--- config.mk ---
export PLATFORM = sky130hd
export DESIGN_NAME = rc4_key_dispatcher
export DESIGN_NICKNAME = d
export VERILOG_FILES = /design/src/rtl/rc4_pkg.sv /design/src/rtl/rc4_prio_enc.sv /design/src/rtl/rc4_key_dispatcher.sv
export SDC_FILE = /design/constraint.sdc
export NUM_CORES = 1
export LEC_CHECK = 0
export BUFFER_PORTS_ARGS = -buffer_cell sky130_fd_sc_hd__buf_2
export CAP_MARGIN = 30
export CORE_UTILIZATION = 55
export CTS_CLUSTER_DIAMETER = 150
export DETAILED_ROUTE_END_ITERATION = 8
export PLACE_DENSITY = 0.8
export SETUP_SLACK_MARGIN = 0.2
export SKIP_LAST_GASP = 1
export SLEW_MARGIN = 5
export SYNTH_ARGS = -nofsm -noshare
export SYNTH_HDL_FRONTEND = slang
export SYNTH_SLANG_ARGS = --single-unit
--- constraint.sdc ---
create_clock -name clk -period 5.4 [get_ports clk]
set_input_delay 0.54 -clock clk [delete_from_list [all_inputs] [get_ports clk]]
set_output_delay 0.54 -clock clk [all_outputs]
set_load 0.05 [all_outputs]
--- src/rtl/rc4_pkg.sv ---
// Shared types and constants for the RC4 key-search dispatcher and its core chains.
package rc4_pkg;

    typedef enum logic [1:0] {
        IDLE      = 2'd0,
        RUN       = 2'd1,
        FOUND     = 2'd2,
        EXHAUSTED = 2'd3
    } disp_state_e;

    localparam int DEFAULT_KEY_WIDTH = 22;
    localparam int SECRET_KEY_WIDTH  = 24;

    // The RC4 cores take a 24-bit secret; the searched space is its low 22 bits.
    function automatic logic [SECRET_KEY_WIDTH-1:0] to_core_key(
        input logic [DEFAULT_KEY_WIDTH-1:0] key
    );
        return {{(SECRET_KEY_WIDTH-DEFAULT_KEY_WIDTH){1'b0}}, key};
    endfunction

endpackage

--- src/rtl/rc4_prio_enc.sv ---
// Lowest-set-bit priority encoder: index of the lowest asserted request plus an any flag.
module rc4_prio_enc #(
    parameter int WIDTH     = 2,
    parameter int IDX_WIDTH = 1
) (
    input  logic [WIDTH-1:0]     req,
    output logic [IDX_WIDTH-1:0] idx,
    output logic                 any
);

    always_comb begin
        // NOTE: every output gets a default first so no path through the loop infers a latch.
        idx = '0;
        any = 1'b0;
        for (int i = WIDTH - 1; i >= 0; i--) begin
            if (req[i]) begin
                idx = IDX_WIDTH'(i);
                any = 1'b1;
            end
        end
    end

endmodule

--- src/rtl/rc4_key_dispatcher.sv ---
// Shared key counter that hands each key of [key_lo, key_hi] to the first free RC4 core
// chain, collects results, and aborts the remaining chains on the first hit.
module rc4_key_dispatcher
    import rc4_pkg::*;
#(
    parameter int NUM_CORES = 2,
    parameter int KEY_WIDTH = DEFAULT_KEY_WIDTH,
    parameter int IDX_WIDTH = (NUM_CORES > 1) ? $clog2(NUM_CORES) : 1
) (
    input  logic                           clk,
    input  logic                           rst,
    input  logic                           start,
    input  logic [KEY_WIDTH-1:0]           key_lo,
    input  logic [KEY_WIDTH-1:0]           key_hi,
    output logic [NUM_CORES-1:0]           core_start,
    output logic [NUM_CORES*KEY_WIDTH-1:0] core_key,
    output logic [NUM_CORES-1:0]           core_abort,
    input  logic [NUM_CORES-1:0]           core_done,
    input  logic [NUM_CORES-1:0]           core_valid,
    output logic                           busy,
    output logic                           found,
    output logic                           exhausted,
    output logic [KEY_WIDTH-1:0]           found_key,
    output logic [IDX_WIDTH-1:0]           found_core,
    output logic [KEY_WIDTH:0]             keys_tried
);

    localparam logic [1:0] S_IDLE      = IDLE;
    localparam logic [1:0] S_RUN       = RUN;
    localparam logic [1:0] S_FOUND     = FOUND;
    localparam logic [1:0] S_EXHAUSTED = EXHAUSTED;

    logic [1:0]           state;
    logic [KEY_WIDTH-1:0] next_key;
    logic [KEY_WIDTH-1:0] hi_reg;
    logic                 issued_all;
    logic [NUM_CORES-1:0] slot_busy;

    logic                 in_run;
    logic [NUM_CORES-1:0] done_busy;
    logic [NUM_CORES-1:0] hit_vec;
    logic [NUM_CORES-1:0] free_onehot;
    logic [NUM_CORES-1:0] hit_onehot;
    logic [IDX_WIDTH-1:0] free_idx;
    logic [IDX_WIDTH-1:0] hit_idx;
    logic                 free_any;
    logic                 hit_any;
    logic                 dispatch;
    logic [KEY_WIDTH:0]   done_count;
    logic [KEY_WIDTH-1:0] hit_key;

    assign in_run      = (state == S_RUN);
    assign done_busy   = in_run ? (core_done & slot_busy) : '0;
    assign hit_vec     = done_busy & core_valid;
    assign free_onehot = NUM_CORES'(1) << free_idx;
    assign hit_onehot  = NUM_CORES'(1) << hit_idx;
    assign done_count  = (KEY_WIDTH+1)'($countones(done_busy));
    // A slot freed this cycle still reads busy here, so it is reusable next cycle at the earliest.
    assign dispatch    = in_run && !issued_all && free_any && !hit_any;

    rc4_prio_enc #(.WIDTH(NUM_CORES), .IDX_WIDTH(IDX_WIDTH)) u_free_enc (
        .req (~slot_busy),
        .idx (free_idx),
        .any (free_any)
    );

    rc4_prio_enc #(.WIDTH(NUM_CORES), .IDX_WIDTH(IDX_WIDTH)) u_hit_enc (
        .req (hit_vec),
        .idx (hit_idx),
        .any (hit_any)
    );

    always_comb begin
        hit_key = '0;
        for (int i = 0; i < NUM_CORES; i++) begin
            if (hit_idx == IDX_WIDTH'(i)) hit_key = core_key[i*KEY_WIDTH +: KEY_WIDTH];
        end
    end

    always_ff @(posedge clk or posedge rst) begin
        if (rst) begin
            state      <= S_IDLE;
            next_key   <= '0;
            hi_reg     <= '0;
            issued_all <= 1'b0;
            slot_busy  <= '0;
            core_start <= '0;
            // NOTE: the per-core key registers are plain flops driving outputs, so they are reset too.
            core_key   <= '0;
            core_abort <= '0;
            busy       <= 1'b0;
            found      <= 1'b0;
            exhausted  <= 1'b0;
            found_key  <= '0;
            found_core <= '0;
            keys_tried <= '0;
        end else begin
            // NOTE: non-blocking throughout; a later assignment in the same edge overrides these defaults.
            core_start <= '0;
            core_abort <= '0;
            if (in_run) begin
                slot_busy  <= slot_busy & ~done_busy;
                keys_tried <= keys_tried + done_count;
                if (hit_any) begin
                    state      <= S_FOUND;
                    busy       <= 1'b0;
                    found      <= 1'b1;
                    found_key  <= hit_key;
                    found_core <= hit_idx;
                    core_abort <= slot_busy & ~hit_onehot;
                    slot_busy  <= '0;
                end else if (issued_all && slot_busy == '0) begin
                    state     <= S_EXHAUSTED;
                    busy      <= 1'b0;
                    exhausted <= 1'b1;
                end else if (dispatch) begin
                    core_start <= free_onehot;
                    slot_busy  <= (slot_busy & ~done_busy) | free_onehot;
                    for (int i = 0; i < NUM_CORES; i++) begin
                        if (free_idx == IDX_WIDTH'(i)) core_key[i*KEY_WIDTH +: KEY_WIDTH] <= next_key;
                    end
                    // Stop at hi_reg instead of incrementing so the counter never wraps.
                    if (next_key == hi_reg) issued_all <= 1'b1;
                    else                    next_key   <= next_key + 1'b1;
                end
            end else if (start) begin
                state      <= S_RUN;
                busy       <= 1'b1;
                next_key   <= key_lo;
                hi_reg     <= key_hi;
                issued_all <= (key_lo > key_hi);
                slot_busy  <= '0;
                found      <= 1'b0;
                exhausted  <= 1'b0;
                found_key  <= '0;
                found_core <= '0;
                keys_tried <= '0;
            end
        end
    end

endmodule

; ---- After elaboration in Yosys (flattened, before gate mapping)
; Cells that the tools add are included.
[op_classes]
magnitude_cmp = 1
shifts = 2
bitwise_logic = 12
n_reduce_logical = 16
mux = 52
eq_ne = 10
addsub = 3
[op_table]
columns = cell, n
row1 = $mux 22, 10
row2 = $mux 23, 2
row3 = $mux 2, 16
row4 = $mux 1, 24
row5 = $add 23x2->23, 1
row6 = $add 22x1->22 const B, 1
row7 = $eq 22x22->1, 1
row8 = $gt 22x22->1, 1
row9 = $reduce_and 5->1, 4
row10 = $and 2x2->2, 4
row11 = $ne 2x1->1 const B, 4
row12 = $ne 2x2->1 const B, 3
row13 = $not 2->2, 3
row14 = $reduce_and 2->1, 3
row15 = $logic_and 1x1->1, 4
row16 = $not 1->1, 4
row17 = $shl 1x1->2 const A, 2
row18 = $ne 3x1->1 const B, 1
row19 = $reduce_and 3->1, 1
row20 = $add 1x1->2, 1
row21 = $eq 2x1->1 const B, 1
row22 = $logic_not 1->1, 2
row23 = $logic_not 2->1, 1
row24 = $or 2x2->2, 1
row25 = $reduce_bool 2->1, 1
[word_totals]
in_bits = 51
regBits = 146
wordCells = 111
output_inout_bits = 97

; ---- Logic depth before layout (Yosys ltp)
; Gate-level depths: netlist of the first run.
[logic_depth]
word_depth = 11
ltp_mapped = 11

; ---- Modules after synthesis
; A second synthesis of the first run with hierarchy kept.
[unflattened]
hier_cells = 729
area_unflattened_um2 = 7397.1
[modules_own_cells]
columns = module, cells_each, area_per_inst_um2, instances
row1 = rc4_key_dispatcher, 725, 7372.1, 1
row2 = rc4_prio_enc, 2, 12.5, 2

; ---- Worst setup path after synthesis of the first run
; OpenSTA, ideal clock, no wires.
[synth_path]
path_type = register -> register
startpoint = register state[1]
endpoint = register keys_tried[20]
arrival_ns = 2.579
setup_slack_ns = 2.677
path_stages_with_launch = 12
period_less_slack_ns = 2.723
cell_sequence = dfrtp_1 -> nor2b_1 -> clkbuf_1 -> buf_1 -> and3_1 -> fa_1 -> ha_1 -> nand4_1 -> nor2_1 -> nand3_1 -> o211ai_1 -> o31ai_1
[synth_between]
elab_chain_cells = 5
[synth_lines]
columns = item, line
row1 = start: declaration, rc4_key_dispatcher.sv:33  ; logic [1:0] state;
row2 = start signal: assignment, rc4_key_dispatcher.sv:82  ; state <= S_IDLE;
row3 = start signal: assignment, rc4_key_dispatcher.sv:105  ; state <= S_FOUND;
row4 = start signal: assignment, rc4_key_dispatcher.sv:113  ; state <= S_EXHAUSTED;
row5 = $eq 2x1->1 (*), rc4_key_dispatcher.sv:52  ; assign in_run = (state == S_RUN);
row6 = $mux 2, rc4_key_dispatcher.sv:53  ; assign done_busy = in_run ? (core_done & slot_busy) : '0;
row7 = $add 1x1->2 (not written as such), rc4_key_dispatcher.sv:57  ; assign done_count = (KEY_WIDTH+1)'($countones(done_busy));
row8 = $add 23x2->23, rc4_key_dispatcher.sv:103  ; keys_tried <= keys_tried + done_count;
row9 = $mux 23, rc4_key_dispatcher.sv:101  ; if (in_run) begin
row10 = end signal: assignment, rc4_key_dispatcher.sv:103
row11 = end: declaration, rc4_key_dispatcher.sv:25  ; output logic [KEY_WIDTH:0] keys_tried
; Every way passes the cells marked *; elsewhere a longest branch is shown, timed or not.
; A chain may end at the register's enable or synchronous reset.

; ---- Worst setup path after layout of the first run
[layout_path]
startpoint = register state[1]
endpoint = register core_key[6]
[layout_between]
elab_chain_cells = 8
[layout_lines]
columns = item, line
row1 = $eq 2x1->1 (*), rc4_key_dispatcher.sv:52
row2 = $mux 2, rc4_key_dispatcher.sv:53
row3 = $and 2x2->2, rc4_key_dispatcher.sv:54  ; assign hit_vec = done_busy & core_valid;
row4 = $mux 1 (2 in series), rc4_prio_enc.sv:16  ; if (req[i]) begin
row5 = $logic_not 1->1, rc4_key_dispatcher.sv:59  ; assign dispatch = in_run && !issued_all && free_any && !hit_any;
row6 = $logic_and 1x1->1, rc4_key_dispatcher.sv:59
row7 = $reduce_and 5->1 (no source line) (*), n/a
row8 = end signal: indexed assignment, rc4_key_dispatcher.sv:120  ; if (free_idx == IDX_WIDTH'(i)) core_key[i*KEY_WIDTH +: KEY_WIDTH] <= next_key;
row9 = end: declaration, rc4_key_dispatcher.sv:16  ; output logic [NUM_CORES*KEY_WIDTH-1:0] core_key,
; Marks and branches as above.

==> results of run 1 <==
-- synth_stat cells (all sizes together) (4+ instances only) --
library cell	instances
a211oi	4
a21o	8
a21oi	44
a31oi	13
and2	4
and3	29
buf	16
clkbuf	34
dfrtp	146
ha	24
inv	33
mux2	40
mux2i	11
nand2	89
nand2b	4
nand3	22
nand4	21
nor2	32
nor3	10
nor3b	4
nor4	8
o21ai	68
o22ai	4
o31ai	7
or2	4
xnor2	8
xor2	14
-- per-stage QoR --
step | hold slack [ps] | area [um2]
global route | 279.2 | 8835
detailed placement | 465.6 | 8175
floorplan | 466.5 | 7370
CTS | 330.1 | 8792
finish | 228.0 | 8835
global placement | 456.8 | 8175
-- path summary, 6_finish.rpt --
| check | startpoint | end | slack, ps | cells after the start |
|---|---|---|---|---|
| min in group clk | key_hi[0] | hi_reg[0] | 340 | 3 |
| max in group asynchronous | rst | found_key[15] | 4690 | 3 |
| worst min register to register | keys_tried[22] | keys_tried[22] | 470 | 1 |
| worst max-delay path | state[1] | core_key[6] | 2320 | 7 |
| worst max register to register | state[1] | core_key[6] | 2320 | 7 |
| worst min-delay path | rst | keys_tried[13] | 230 | 3 |
-- layer usage --
metal,up-vias,global-route usage
li1,2920,-
met1,2973,0.4164
met2,312,0.4162
met3,39,0.06202
met4,0,0.09455
met5,-,0
-- cells in the final DEF (no fill, tap or decap), types with 4 or more instances in the layout --
cell type,count
nand4_1,21
nor3b_1,4
xor2_1,14
o22ai_1,4
dfrtp_1,146
ha_1,24
nor4_1,7
buf_2,147
buf_4,7
a21o_1,8
and2_1,4
mux2_2,40
nand3_1,22
nand2_1,88
nor2_1,30
o31ai_1,6
xnor2_1,8
and3_1,29
a21oi_1,44
nor3_1,9
mux2i_1,11
o21ai_0,68
a211oi_1,4
or2_2,4
a31oi_1,13
inv_1,32
nand2b_1,4
clkbuf_16,17
inv_6,4
-- where the power goes --
part	internal, mW	switching (mW)	leakage (nW)
clock network	0.745	0.470	0.295
registers	1.53	0.503	1.83
logic	0.854	1.86	2.21
total	3.13	2.83	4.34
-- final cells by class --
| class | instances | area [um2] |
|---|---|---|
| Tap cell | 172 | 215.2 |
| Fill cell | 989 | 3990 |
| Inverter | 33 | 128.9 |
| Clock buffer | 18 | 439.2 |
| Clock inverter | 14 | 177.7 |
| Multi-Input combinational cell | 516 | 3390 |
| Sequential cell | 146 | 3654 |
| Timing Repair Buffer | 156 | 830.8 |
-- kinds of logic after synthesis --
kind of cell / share of synthesized area
adders and majority gates: 0.04346
muxes: 0.07606
buffers and inverters: 0.04652
xor gates and xnor gates: 0.02615
DFF: 0.4958
and+or+nand+nor: 0.1598
AOI/OAI and AO/OA: 0.1523
-- worst reg2reg max path, cell delays in order (launching register included) --
cell and delay, ps:
dfrtp_1 410, nor2b_2 140, buf_4 390, nand4_1 810, nand2_1 560, nor4_4 70, buf_4 250, mux2_2 340
==> impl_metrics.py, run 1 <==
metrics = {
    "synthesis": {
        "ys_ff_latch": 146,
        "avgSynthCellArea_um2": 9.892,
        "synth_top_area_frac": 0.4958,
        "synth_area_leaders": "dfrtp_1 50%, mux2_2 6.1%, o21ai_0 4.6%",
        "yosys.area.top_type": "dfrtp_1",
        "ys.flop_type": "dfrtp_1",
        "ys_types": 57,
        "synth_fp_nets": 821,
        "yosysSeqAreaShare": 0.4958,
        "syn-instance-count": 745,
        "synth_enable_flop_cells": 0,
        "ys_warn_count": 0,
        "syn_area_um2": 7370,
        "synthArstFlopShare": 1.000,
    },
    "drt": {
        "vias_per_cell": 5.918,
        "wl_met1_mm": 8.487,
        "drt_iter0_markers": 798,
        "drc_errors": 0,
        "avgRoutedWirePerCell_um": 17.93,
        "dr_wl_met2_mm": 8.493,
        "met3_length_mm": 1.572,
        "routed_wl_mm": 18.92,
        "detail-route-antenna-nets": 0,
        "dr.pass1.iters": 8,
        "routed.top_layer": "met4",
        "vias": 6244,
    },
    "timing": {
        "period_minus_slack_ps": 3081,
        "tns_ps": 0,
        "relSlewSlack": 0.3748,
        "setup_viol": 0,
        "rsz0062_at_grt": "false",
        "drv_slew": 0,
        "hold_viol": 0,
        "fin_ws_ps": 2319,
        "finalCritPeriodShare": 0.5705,
        "finClkSkew_ps": 7.634,
        "fmax_ghz": 0.3246,
        "worst_pin_slew_ps": 935.1,
    },
    "worst_setup_path": {
        "path_max_fanout": 41,
        "crit_arrival_ps": 3380,
        "critical_path_class": "reg2reg",
        "crit_chain": "nor2b_2 > buf_4 > nand4_1 > nand2_1 > nor4_4 > buf_4 > mux2_2",
        "end_kind": "flip-flop",
        "cp_common_cell": "buf_4",
        "cp.required_ps": 5700,
        "cp_slowest_stage_delay_ps": 810,
        "crit_family": "simple AND/OR/NAND/NOR gates",
        "worst-path-buf-inv": 2,
        "cp-start-kind": "flip-flop",
        "cp_slowest_cell": "nand4_1",
    },
    "cells_and_area": {
        "top_regs": "core_key: 44 flops, keys_tried: 23 flops",
        "final_nets": 946,
        "final_util": 0.6889,
        "diodes": 0,
        "stdcell_count": 1055,
        "drive_gt1_frac": 0.2729,
        "top_register": "core_key",
        "largest_reg_flops": 44,
        "syn_to_final_growth_pct": 19.88,
    },
    "clocking": {
        "cts_resized": 0,
        "ctsHoldBuffers": 0,
        "clock_path_buffers": 2,
        "post-cts-setup-buffers": 0,
        "root_buffer": "clkbuf_16",
        "clk_pin_slew_ps": 60,
        "cts_tree": "done",
        "cts.htree.levels": 4,
        "clkLatencyLatePin_ps": 420,
        "clock-sinks": 146,
        "cts-buffers-inserted": 17,
    },
    "placement": {
        "io_buffers": 147,
        "dp_slack_ps": 2308,
        "dpl.hpwl_mm": 13.11,
        "dp.cells": 1021,
        "gp_congestion": 0.9096,
    },
    "pwr": {
        "total_power_mw": 5.964,
        "leakage_nw": 4.336,
        "vdd_ir_drop_max_uv": 318.1,
        "powerDensity_nw_per_um2": 675.0,
    },
    "status": {
        "status": "complete, no violations",
    },
    "flow_run": {
        "max_cap_violations": 0,
    },
    "global_route": {
        "grt_use_total": 0.2836,
        "overflow": 0,
        "antenna_found_initial": 0,
        "grt_max_degree": 100,
        "first_global_vias": 5797,
        "grt_pass1_wl_mm": 30.83,
    },
    "floorplanning": {
        "die-area_um2": 13870,
        "rows": 41,
        "coreArea_um2": 12820,
        "initial_core_util": 0.5746,
        "io-pin-count": 148,
        "die_y_um": 117.8,
        "die-width_um": 117.8,
    },
    "hold_path": {
        "hold_class": "in2async",
    },
}
No activity file was read; power rests on OpenSTA's default activity.
==> inputs of run 2 (changes only) <==
- clock period: 5.4 -> 2.9 ns (I/O delays scaled with it)
==> impl_metrics.py, run 2 (synthesis results as in run 1) <==
metrics = {
    "status": {
        "status": "complete, no violations",
    },
    "cells_and_area": {
        "final_nets": 957,
        "top_regs": "core_key: 44 flops, keys_tried: 23 flops",
        "largest_reg_flops": 44,
        "mostFrequentLayoutCell": "buf_2",
        "final_util": 0.6934,
        "top_register": "core_key",
        "drive_gt1_frac": 0.2785,
        "most-common-layout-cells": "147 x buf_2, 146 x dfrtp_1, 88 x nand2_1",
        "diodes": 0,
        "syn_to_final_growth_pct": 20.66,
    },
    "pwr": {
        "switching_share": 0.4711,
        "vdd_ir_drop_max_uv": 568.0,
        "pwr-share-seq": 0.340,
        "clockPowerShare": 0.197,
        "comb_power_share": 0.463,
        "powerDensity_nw_per_um2": 1255,
        "switchingPower_mw": 5.256,
        "p_int_mw": 5.900,
        "leakage_nw": 4.382,
    },
    "timing": {
        "fmax_ghz": 0.4062,
        "period_minus_slack_ps": 2462,
        "drv_slew": 0,
        "worst_pin_slew_ps": 690.4,
        "tns_ps": 0,
        "rsz0062_at_grt": "false",
        "finalCritPeriodShare": 0.8490,
        "hold_viol": 0,
        "relSlewSlack": 0.5362,
        "finClkSkew_ps": 7.861,
        "setup_viol": 0,
        "worst_hold_slack_ps": 90.63,
    },
    "worst_setup_path": {
        "cp.required_ps": 3160,
        "cp-start-kind": "flip-flop",
        "crit_arrival_ps": 2720,
        "end_kind": "flip-flop",
        "path_max_fanout": 13,
        "critical_path_class": "reg2reg",
        "rr_worst_depth": 6,
    },
    "global_route": {
        "grt_use_total": 0.2948,
        "met1_usage": 0.4408,
        "use_met3": 0.06250,
        "overflow": 0,
        "grt_max_degree": 58,
        "grt_pass1_wl_mm": 32.03,
        "grt_use_met2": 0.4257,
        "first_global_vias": 5954,
        "grt.busiest_layer": "met1",
        "antenna_found_initial": 0,
    },
    "floorplanning": {
        "die_y_um": 117.8,
        "die-width_um": 117.8,
        "coreArea_um2": 12820,
        "initial_core_util": 0.5746,
        "rows": 41,
        "io-pin-count": 148,
        "die-area_um2": 13870,
    },
    "placement": {
        "dpl.hpwl_mm": 13.87,
        "io_buffers": 147,
        "gp_congestion": 0.9504,
    },
    "clocking": {
        "clock-sinks": 146,
        "clk_pin_slew_ps": 60,
        "post-cts-setup-buffers": 0,
        "cts-buffers-inserted": 17,
        "clkLatencyLatePin_ps": 420,
        "cts.htree.levels": 4,
        "clock_path_buffers": 2,
        "root_buffer": "clkbuf_16",
        "cts_tree": "done",
    },
    "drt": {
        "avgRoutedWirePerCell_um": 18.37,
        "routed_wl_mm": 19.59,
        "detail-route-antenna-nets": 0,
        "dr.pass1.iters": 6,
        "vias": 6385,
        "vias_per_cell": 5.990,
        "drt_iter0_markers": 810,
        "drc_errors": 0,
    },
    "hold_path": {
        "whs_path_depth": 3,
        "hold_class": "in2reg",
    },
    "flow_run": {
        "max_cap_violations": 0,
    },
}
-- run 2: critical path, stage by stage (launching register included) --
cell	delay (ps)
dfrtp_1	480
xor2_1	220
nor4_1	280
nand4_1	220
o31a_1	390
nor2_2	480
o221ai_1	240
-- run 2: worst paths after layout --
kind / startpoint / end / slack, ps
setup reg to reg: next_key[13] / next_key[6] / 440
min in group asynchronous: rst / found_key[20] / 390
max in group asynchronous: rst / hi_reg[4] / 1580
setup / recovery: next_key[13] / next_key[6] / 440
hold reg to reg: keys_tried[22] / keys_tried[22] / 490
hold / removal: key_hi[0] / hi_reg[0] / 90
-- run 2: area by class of cell --
type	instances	area [um2]
fillers	992	3933
flip-flops and latches	146	3654
multi-input cells	516	3395
repair buffers	167	900.9
clock buffers	24	501.7
well taps	172	215.2
inverters	33	127.6
clock inverters	8	98.84
-- run 2: metal layers --
metal,vias to the layer above,share of wire,wire length [um]
li1,2948,-,-
met1,3022,0.45,8807
met2,381,0.44,8645
met3,34,0.091,1792
met4,0,0.017,342
met5,-,0,0
-- run 2: power groups by stage --
stage / sequential (mW) / clock, mW / combinational, mW
after detailed placement: 3.77 / 0 / 5.07
after global placement: 3.73 / 0 / 5.00
after global routing: 3.89 / 2.31 / 5.49
after CTS: 3.75 / 2.21 / 5.13
after floorplan: 5.02 / 0 / 2.46
final: 3.79 / 2.20 / 5.16
-- run 2: timing repair --
| item | CTS | global route |
|---|---|---|
| hold buffers | 1 | 0 |
| endpoints found under the setup margin | 0 | 2 |
| endpoints found under the hold margin | 12 | 0 |
| resized for setup | 0 | 1 |
-- run 2: per-stage QoR --
stage	total power [mW]	cells	setup WS, ps	cell area [um2]
floorplan	7.479	745	244.5	7375
CTS	11.10	1066	404.1	8887
finish	11.16	1066	438.0	8892
detailed placement	8.837	1033	455.7	8277
global placement	8.734	1033	551.1	8277
global route	11.70	1066	230.6	8892
==> inputs of run 3 (changes only) <==
- ABC_AREA: default -> 1
- CORE_UTILIZATION: 55 -> 51
- PLACE_DENSITY: 0.8 -> 0.77
- clock period: 2.9 -> 1.97 ns (I/O delays scaled with it)
==> impl_metrics.py, run 3 <==
metrics = {
    "worst_setup_path": {
        "worst-path-stages": 13,
        "reg2reg_slack_ps": -220,
        "crit_arrival_ps": 2510,
        "crit_chain": "inv_2 > nand2_4 > nor2_4 > fa_2 > buf_4 > ha_4 > nand3_4 > nor2_4 > nand3_4 > inv_1 > nand3_1 > nor2_1 > a21oi_1",
        "rr_worst_depth": 13,
        "end_kind": "flip-flop",
        "cp-startpoint": "state[1]",
        "cp_slowest_cell": "dfrtp_1",
        "cp-start-kind": "flip-flop",
        "crit_family": "simple AND/OR/NAND/NOR gates",
        "cp_slowest_stage_delay_ps": 400,
        "cp.required_ps": 2290,
        "critical_path_class": "reg2reg",
        "crit_end": "keys_tried[14]",
        "path_max_fanout": 5,
        "reg2reg_from": "state[1]",
        "worst-path-buf-inv": 3,
        "reg2reg_to": "keys_tried[14]",
    },
    "timing": {
        "worst_hold_slack_ps": -7.038,
        "fin_ws_ps": -222.2,
        "worst_pin_slew_ps": 711.1,
        "finClkSkew_ps": 14.57,
        "finalCritPeriodShare": 1.113,
        "hold_viol": 1,
        "fmax_ghz": 0.4562,
        "setup_viol": 18,
        "period_minus_slack_ps": 2192,
        "tns_ps": -881.7,
        "drv_slew": 0,
        "relSlewSlack": 0.5242,
        "rsz0062_at_grt": "true",
    },
    "synthesis": {
        "yosysSeqAreaShare": 0.4703,
        "synth_common_cells": "341 x nand2_1, 146 x dfrtp_1, 99 x inv_1",
        "syn_area_um2": 7769,
        "avgSynthCellArea_um2": 7.542,
        "synth_top_area_frac": 0.4703,
        "ys_warn_count": 0,
        "yosys.cell_count.top_type": "nand2_1",
        "ys.flop_type": "dfrtp_1",
        "synth_enable_flop_cells": 0,
        "synth_fp_nets": 1106,
        "syn-instance-count": 1030,
        "ys_types": 35,
        "yosys.area.top_type": "dfrtp_1",
        "ys_ff_latch": 146,
        "synthArstFlopShare": 1.000,
        "synth_area_leaders": "dfrtp_1 47%, nand2_1 16%, o21ai_0 6.0%",
    },
    "cells_and_area": {
        "largest_reg_flops": 44,
        "seq_area_um2": 3674,
        "final_nets": 1335,
        "most-common-layout-cells": "320 x nand2_1, 147 x buf_2, 130 x dfrtp_1",
        "top_register": "core_key",
        "fillers": 978,
        "finish.instance_area_um2": 10870,
        "top_regs": "core_key: 44 flops, keys_tried: 23 flops",
        "stdcell_count": 1456,
        "final_util": 0.7395,
        "syn_to_final_growth_pct": 39.93,
        "drive_gt1_frac": 0.2987,
        "mostFrequentLayoutCell": "nand2_1",
        "diodes": 0,
        "multi_input_area_um2": 3881,
    },
    "drt": {
        "vias_per_cell": 5.732,
        "detail-route-antenna-nets": 0,
        "drt_iter0_markers": 1126,
        "routed_wl_mm": 27.10,
        "drc_errors": 13,
        "vias": 8346,
        "dr.pass1.iters": 8,
        "avgRoutedWirePerCell_um": 18.61,
    },
    "placement": {
        "io_buffers": 147,
        "dp.cells": 1350,
        "dpl.hpwl_mm": 14.53,
        "dp_slack_ps": -61.92,
        "postPlaceCellArea_um2": 8841,
        "gp_congestion": 0.8666,
    },
    "floorplanning": {
        "die_y_um": 125.4,
        "die-width_um": 125.4,
        "initial_core_util": 0.5285,
        "coreArea_um2": 14700,
        "io-pin-count": 148,
        "die-area_um2": 15730,
        "rows": 44,
    },
    "status": {
        "violations": "DRC, hold timing, setup timing",
        "status": "finished with violations",
    },
    "flow_run": {
        "max_cap_violations": 0,
    },
    "hold_path": {
        "hold_class": "in2reg",
        "whs_path_depth": 3,
    },
    "global_route": {
        "grt_max_degree": 75,
        "antenna_found_initial": 0,
        "overflow": 0,
        "grt_pass1_wl_mm": 35.45,
        "first_global_vias": 7183,
        "grt_use_total": 0.2858,
    },
    "clocking": {
        "root_buffer": "clkbuf_16",
        "clock_path_buffers": 2,
        "cts-buffers-inserted": 17,
        "clkLatencyLatePin_ps": 440,
        "clk_pin_slew_ps": 60,
        "cts_tree": "done",
        "clock-sinks": 146,
        "cts.htree.levels": 4,
    },
    "pwr": {
        "leakage_nw": 5.599,
        "powerDensity_nw_per_um2": 1684,
        "total_power_mw": 18.31,
        "vdd_ir_drop_max_uv": 1052,
    },
}
==> run 3: kinds of logic (layout without fill, tap and decap cells) <==
group / after synthesis / in the layout / share of synthesized area
compound gates: 164 / 164 / 0.1113
fa+ha+maj: 25 / 25 / 0.04123
simple gates: 546 / 547 / 0.2922
mux: 1 / 1 / 0.001289
flops: 146 / 146 / 0.4703
xor+xnor: 5 / 5 / 0.005638
buf+inv: 143 / 384 / 0.07811
==> run 3: worst min path at each step <==
stage	from	end	slack [ps]
2_1_floorplan	key_hi[0]	hi_reg[0]	320
3_3_place_gp	rst	keys_tried[1]	160
3_5_place_dp	rst	keys_tried[1]	170
4_1_cts	key_hi[4]	hi_reg[4]	2
5_1_grt	key_hi[4]	hi_reg[4]	5
6_report	key_hi[4]	hi_reg[4]	-7
==> run 3: area by class of cell <==
cell class                      instances  share of cell area
Clock buffer                           24             0.04523
Tap cell                              184             0.02118
Clock inverter                          8             0.01370
Multi-Input combinational cell        742              0.3570
Timing Repair inverter                  4            0.003108
Inverter                              105             0.03867
Timing Repair Buffer                  243              0.1831
Sequential cell                       146              0.3379
==> run 3: timing repair <==
action	in CTS	in global routing
hold endpoints to repair	16	0
hold buffers	10	0
cloned	1	27
pin swaps	10	16
endpoints found under the setup margin	50	104
gates resized for setup	22	136
buffers inserted	10	26
==> run 3: power by group <==
| group | total, mW | switching [mW] | internal, mW |
|---|---|---|---|
| logic | 9.74 | 6.32 | 3.42 |
| clock network | 3.52 | 1.27 | 2.25 |
| registers | 5.05 | 1.01 | 4.04 |
==> run 3: per-layer routing <==
metal / global-route usage / wire (um) / up-vias
li1: - / - / 3776
met1: 0.3953 / 10450 / 3881
met2: 0.4405 / 12710 / 569
met3: 0.04450 / 2639 / 120
met4: 0.1385 / 1304 / 0
met5: 0 / 0 / -
==> run 3: worst reg2reg max path, cell delays in order, from the launching register on <==
cell	delay, ps
dfrtp_1	400
inv_2	100
nand2_4	80
nor2_4	130
fa_2	240
buf_4	130
ha_4	150
nand3_4	90
nor2_4	130
nand3_4	120
inv_1	110
nand3_1	130
nor2_1	190
a21oi_1	80
